**src/rtl/countdown_timer_pkg.sv**
```systemverilog
// Shared state encodings for the countdown timer FSM.
package countdown_timer_pkg;

    localparam int STATE_W = 2;

    typedef logic [STATE_W-1:0] state_t;

    localparam state_t ST_IDLE   = 2'd0;
    localparam state_t ST_RUN    = 2'd1;
    localparam state_t ST_EXPIRE = 2'd2;

endpackage

```
**src/rtl/countdown_datapath.sv**
```systemverilog
// Reload register plus down-count register with zero/one detection.
module countdown_datapath #(
    parameter int WIDTH = 4
) (
    input  logic             clock,
    input  logic             reset,
    input  logic             i_ld,
    input  logic [WIDTH-1:0] i_ld_val,
    input  logic             i_dec,
    input  logic             i_reload_en,
    output logic [WIDTH-1:0] o_count,
    output logic             o_zero,
    output logic             o_one,
    output logic             o_reload_zero
);

    logic [WIDTH-1:0] r_count;
    logic [WIDTH-1:0] r_reload;
    logic             w_zero;

    assign w_zero        = (r_count == '0);
    assign o_zero        = w_zero;
    assign o_one         = (r_count == WIDTH'(1));
    assign o_reload_zero = (r_reload == '0);
    assign o_count       = r_count;

    // Decrement is guarded by the zero detect so the count can never wrap.
    always_ff @(posedge clock) begin
        if (reset) begin
            r_count  <= '0;
            r_reload <= '0;
        end else if (i_ld) begin
            r_reload <= i_ld_val;
            r_count  <= i_ld_val;
        end else if (i_reload_en) begin
            r_count <= r_reload;
        end else if (i_dec && !w_zero) begin
            r_count <= r_count - WIDTH'(1);
        end
    end

endmodule

```
**src/rtl/countdown_timer.sv**
```systemverilog
// Loadable down-counter/timer with start/done handshake and optional auto-reload.
module countdown_timer
    import countdown_timer_pkg::*;
#(
    parameter int WIDTH       = 4,
    parameter bit AUTO_RELOAD = 1'b0
) (
    input  logic             clock,
    input  logic             reset,
    input  logic             enable,
    input  logic             load,
    input  logic [WIDTH-1:0] load_value,
    input  logic             start,
    input  logic             abort,
    output logic [WIDTH-1:0] count_out,
    output logic             busy,
    output logic             done
);

    state_t           r_state;
    state_t           w_state_n;
    logic             r_busy;
    logic             r_done;
    logic             w_ld;
    logic             w_dec;
    logic             w_reload_en;
    logic [WIDTH-1:0] w_count;
    logic [WIDTH-1:0] w_start_cnt;
    logic             w_zero;
    logic             w_one;
    logic             w_reload_zero;

    countdown_datapath #(.WIDTH(WIDTH)) u_dp (
        .clock         (clock),
        .reset         (reset),
        .i_ld          (w_ld),
        .i_ld_val      (load_value),
        .i_dec         (w_dec),
        .i_reload_en   (w_reload_en),
        .o_count       (w_count),
        .o_zero        (w_zero),
        .o_one         (w_one),
        .o_reload_zero (w_reload_zero)
    );

    // A start coincident with load must see the value being loaded this cycle.
    assign w_start_cnt = load ? load_value : w_count;

    always_comb begin
        w_state_n   = r_state;
        w_ld        = 1'b0;
        w_dec       = 1'b0;
        w_reload_en = 1'b0;
        if (abort) begin
            w_state_n = ST_IDLE;
        end else begin
            case (r_state)
                ST_IDLE: begin
                    w_ld = load;
                    if (start)
                        w_state_n = (w_start_cnt != '0) ? ST_RUN : ST_EXPIRE;
                end
                ST_RUN: begin
                    if (enable) begin
                        w_dec = 1'b1;
                        if (w_one || w_zero)
                            w_state_n = ST_EXPIRE;
                    end
                end
                ST_EXPIRE: begin
                    if (AUTO_RELOAD) begin
                        w_reload_en = 1'b1;
                        w_state_n   = w_reload_zero ? ST_EXPIRE : ST_RUN;
                    end else begin
                        w_state_n = ST_IDLE;
                    end
                end
                default: w_state_n = ST_IDLE;
            endcase
        end
    end

    // busy/done are registered from the next state so they align with the state register.
    always_ff @(posedge clock) begin
        if (reset) begin
            r_state <= ST_IDLE;
            r_busy  <= 1'b0;
            r_done  <= 1'b0;
        end else begin
            r_state <= w_state_n;
            r_busy  <= (w_state_n != ST_IDLE);
            r_done  <= (w_state_n == ST_EXPIRE);
        end
    end

    assign count_out = w_count;
    assign busy      = r_busy;
    assign done      = r_done;

endmodule
```
**config.mk**
```make
export PLATFORM = sky130hd
export DESIGN_NAME = countdown_timer
export DESIGN_NICKNAME = d
export VERILOG_FILES = /design/src/rtl/countdown_timer_pkg.sv /design/src/rtl/countdown_datapath.sv /design/src/rtl/countdown_timer.sv
export SDC_FILE = /design/constraint.sdc
export NUM_CORES = 1
export LEC_CHECK = 0
export BUFFER_PORTS_ARGS = -buffer_cell sky130_fd_sc_hd__buf_2
export CORE_MARGIN = 2
export CORE_UTILIZATION = 45
export CTS_CLUSTER_SIZE = 28
export DETAILED_ROUTE_END_ITERATION = 6
export PLACE_DENSITY_LB_ADDON = 0.1
export SKIP_LAST_GASP = 1
export SLEW_MARGIN = 20
export SYNTH_ARGS = -nofsm -noshare
export SYNTH_HDL_FRONTEND = slang
export SYNTH_HIERARCHICAL = 1
export SYNTH_SLANG_ARGS = --single-unit
export TNS_END_PERCENT = 10
```
**constraint.sdc**
```tcl
create_clock -name clock -period 3.2 [get_ports clock]
set_input_delay 0.32 -clock clock [delete_from_list [all_inputs] [get_ports clock]]
set_output_delay 0.32 -clock clock [all_outputs]
set_load 0.01 [all_outputs]
```
== Yosys cells after proc, flatten, opt, wreduce, memory -nomap -nowiden ==
Cells that the tools add are included.

* Logic and storage cells: 30
* Memories kept: 0
* Latch bits: 0
* Register bits after elaboration: 8
* Input port bits: 10
* ROM bits: 0
* RAM bits: 0
* Output and inout port bits: 6

* $add $sub $neg: 1
* Multiplexer cells: 14
* $mul: 0
* Shifts and indexed selects: 0
* Order comparisons: 0
* Bitwise operators: 0
* Divide/modulo/power cells: 0
* Eq/ne operators: 3
* Reductions and logical operators: 8

{| class="wikitable"
|+ Operator list
! cell !! count
|-
| 4-bit two-way mux || 3
|-
| 2-bit two-way mux || 5
|-
| 1-bit two-way mux || 5
|-
| 4-bit by 1-bit equality test with 1-bit output (second input constant) || 1
|-
| 4-bit logical NOT || 1
|-
| 2-bit one-hot mux with 2 select lines || 1
|-
| 2-bit nonzero test || 2
|-
| 4-bit nonzero test || 1
|-
| 4-bit by 1-bit subtractor with 4-bit output (second input constant) || 1
|-
| 2-bit by 1-bit equality test with 1-bit output (second input constant) || 1
|-
| 2-bit equality test (second input constant) || 1
|-
| 2-bit logical NOT || 1
|-
| 1-bit logical AND || 1
|-
| 1-bit logical NOT || 1
|-
| 1-bit logical OR || 1
|}

== Logic depth before layout (Yosys ltp) ==
* Word-level depth: 7
* Mapped depth: 6
* Mapped depth without buffers: 6

== By module ==
Netlist, hierarchy kept.

{| class="wikitable"
|+ By module, submodules not included
! module !! area each (µm²) !! times used !! cells each !! seq. area each (µm²)
|-
| countdown_datapath || 441.7 || 1 || 54 || 160.2
|-
| countdown_timer || 191.4 || 1 || 21 || 80.1
|}

== Worst setup path before layout ==
No wires, ideal clock.

* Kind: reg2reg
* Start point: register u_dp.r_count[0] (netlist: u_dp/o_count[0])
* End point: register u_dp.r_count[2] (netlist: u_dp/o_count[2])
* Data required time: 3109 ps
* Period minus slack after synthesis: 1508 ps
* Buffers on the path: 0
* Slack: 1692 ps
* Cell stages (with the launch flop): 7
* Arrival: 1417 ps
* Setup time: 91 ps
* Cell sequence: dfxtp_1 inv_1 ha_1 nor3b_2 o21ai_2 nor2_1 a311oi_1

* Word-level cells in the longest chain between the ends: 4
* Elaborated cells on any way between the ends: 7
* Those cells by class: 1 x add/sub; 2 x mux; 4 x reduce/logical

{| class="wikitable"
|+ RTL lines
! what !! line !! text
|-
| start: declaration || countdown_datapath.sv:17 || <nowiki>logic [WIDTH-1:0] r_count;</nowiki>
|-
| start signal: assignment || countdown_datapath.sv:34 || <nowiki>r_count <= i_ld_val;</nowiki>
|-
| start signal: assignment || countdown_datapath.sv:36 || <nowiki>r_count <= r_reload;</nowiki>
|-
| start signal: assignment || countdown_datapath.sv:38 || <nowiki>r_count <= r_count - WIDTH'(1);</nowiki>
|-
| 4-bit logical NOT || countdown_datapath.sv:21 || <nowiki>assign w_zero = (r_count == '0);</nowiki>
|-
| net w_zero || countdown_timer.sv:29 || <nowiki>logic w_zero;</nowiki>
|-
| 1-bit logical NOT || countdown_datapath.sv:37 || <nowiki>end else if (i_dec && !w_zero) begin</nowiki>
|-
| 1-bit logical AND || countdown_datapath.sv:37 ||
|-
| 2-bit nonzero test (no line) || -- ||
|}

The timed path passes the listed nets, and every way through them passes these cells. The select of a mux whose other input is x is not followed.
A chain may end at the register's enable or synchronous reset.

== Worst setup path in the final report ==
* Start point: register u_dp.r_count[0] (netlist: u_dp/o_count[0])
* End point: register u_dp.r_count[3] (netlist: u_dp/o_count[3])

Same word-level chain as after synthesis.

==> summary.txt <==
Run status
  – Outcome: complete, no violations

Setup path
  – R2r endpoint: u_dp/o_count[3]
  – Worst R2R Path Depth: 6
  – Critical Path Sink: u_dp/o_count[3]
  – RR Startpoint: u_dp/o_count[0]
  – CP required: 3.37 ns
  – Critical Path Start: u_dp/o_count[0]
  – Max stage delay on crit path: 0.47 ns
  – Crit path DAT: 1.87 ns
  – Worst Setup End Kind: flip-flop
  – Critical path class: reg2reg
  – Flop-to-flop setup slack: 1.50 ns
  – Slowest cell on crit path: dfxtp_1
  – Crit-path cells: inv_1, ha_1, nor3b_2, o21ai_2, nor2_1, a311oi_1
  – CP max FO: 8
  – Crit start category: flip-flop

Pwr
  – Comb pwr share: 0.238
  – Switching part of the total power: 0.284
  – Power share of the sequential group: 0.509
  – P_sw: 0.0961 mW
  – Internal power: 0.242 mW
  – Power Density: 444 nW/µm²
  – VDD IR max: 0.294 mV
  – Power share of the clock group: 0.253
  – Static leakage: 0.338 nW

Cells and area
  – Commonest non-fill, non-tap cell in the layout: buf_2
  – Most frequent cells in the layout: buf_2 (15), dfxtp_1 (12), nor2_1 (8), conb_1 (8), nand2_1 (6)
  – Ant. Diodes: 0
  – NumNets Final: 111
  – Reg area: 240 µm²
  – Multi-input logic area: 394 µm²
  – Fillers: 129
  – Area Growth Syn to Fin: 21.6%
  – Post-layout util: 0.586
  – Share of layout cells above drive strength 1: 0.227

Synthesis
  – Avg Cell Area, Syn: 8.47 µm²
  – Post-Synthesis Cells: 74
  – Mapped cell area: 627 µm²
  – Syn. warnings: 6

Timing
  – Final Max Tran Viols: 0
  – Final Setup Violations: 0
  – Max Fclk: 589 MHz
  – Clock skew: 0.00263 ns
  – Min Tclk post-route: 1.70 ns
  – Unrepaired setup endpoints after global routing: no
  – Endpoints failing hold: 0
  – Final period util: 0.531
  – Total negative slack: 0 ns

Clock network
  – PostCTS Resize Cnt: 0
  – Post-CTS Setup Inserts: 0
  – CTS Root Buffer Type: clkbuf_4
  – Total CTS buffers: 3
  – CTS tree: done
  – Sink Count: 12
  – Later-pin clock latency in the skew report: 0.26 ns
  – CTS H-tree lvls: 1
  – Clk pin slew, worst setup/hold paths: 0.07 ns
  – CTS Hold Bufs: 0
  – CTS Buffer Depth: 2

Routing
  – Vias: 572
  – Routed WL: 1.27 mm
  – Via density: 5.11
  – Detail Route Antenna Nets: 0
  – Drt first pass iters: 4
  – Drt wl/cell: 11.3 µm
  – DRC Markers: 0
  – Initial DRC count: 10

Place
  – GPL Wtd Cong: 0.760
  – Post-DP HPWL: 1.01 mm
  – Port Buffers: 15

Global route
  – Gr busiest metal: met1
  – GRT Overall Usage: 0.185
  – First-pass GRT wire length: 1.99 mm
  – M1 GR Usage: 0.269
  – Number of global-route vias before repair: 453
  – Total gr overflow: 0
  – Met3 usage: 0.0479
  – GR Util met2: 0.246
  – Initial antenna violation count: 0
  – Largest net degree at the start of global routing: 14

Floorplan
  – Chip Width: 41.3 µm
  – Die ar.: 1710 µm²
  – # rows: 13
  – Die height: 41.3 µm
  – Initial core utilization: 0.482
  – Floorplan core area: 1300 µm²
  – Boundary pin count: 16

Worst hold path
  – Hold WC Path Type: in2reg

Flow run
  – Max-cap check violation count: 0
## worst min-delay path by stage
stage                     startpoint  cells past startpoint                to  slack [ns]
global placement    u_dp/r_reload[2]                      2  u_dp/r_reload[2]        0.46
finish                 load_value[3]                      3  u_dp/r_reload[3]        0.33
CTS                    load_value[3]                      3  u_dp/r_reload[3]        0.33
detailed placement  u_dp/r_reload[1]                      2  u_dp/r_reload[1]        0.47
global route           load_value[1]                      3  u_dp/r_reload[1]        0.34
floorplan           u_dp/r_reload[2]                      2  u_dp/r_reload[2]        0.45
## worst max-delay path, delay by kind of cell (launching register included)
kind	cells	cell delay (ns)
compound gates	2	0.52
fa+ha+maj	1	0.24
buf+inv	1	0.12
flops	1	0.47
simple gates	2	0.27
## power groups by stage
stage / combinational [mW] / clock [mW] / sequential, mW
after global placement: 0.0802 / 0 / 0.175
after detailed placement: 0.0809 / 0 / 0.176
after global routing: 0.0909 / 0.0991 / 0.174
after floorplan: 0.0552 / 0 / 0.177
after CTS: 0.0812 / 0.0913 / 0.172
final: 0.0806 / 0.0856 / 0.172
## layout make-up
type,count,area share
multi-input combinational,64,0.517
clock buffer,3,0.0296
inverter,3,0.0148
timing repair buffer,15,0.0985
sequential,12,0.315
tap,15,0.0246
## layer usage
layer | wire (µm) | vias up
met5 | 0 | -
met4 | 0 | 0
met3 | 70 | 0
met2 | 562 | 14
met1 | 635 | 256
li1 | - | 302
## stage by stage
step / cell area [µm²] / power (mW) / setup slack (ns) / hold WS [ns] / std cells
after detailed placement: 739 / 0.256 / 1.47 / 0.465 / 109
final: 762 / 0.339 / 1.50 / 0.329 / 112
after floorplan: 653 / 0.232 / 1.69 / 0.451 / 81
after global placement: 739 / 0.256 / 1.51 / 0.463 / 109
after CTS: 762 / 0.345 / 1.53 / 0.326 / 112
after global routing: 762 / 0.364 / 1.31 / 0.337 / 112
## registers in the layout, summed over array words and instances, names as in the netlist
| name | count |
|---|---|
| done | 1 |
| u_dp/o_count | 4 |
| u_dp/r_reload | 4 |
| r_state | 2 |
| busy | 1 |
(Power assumes the default switching activity.)
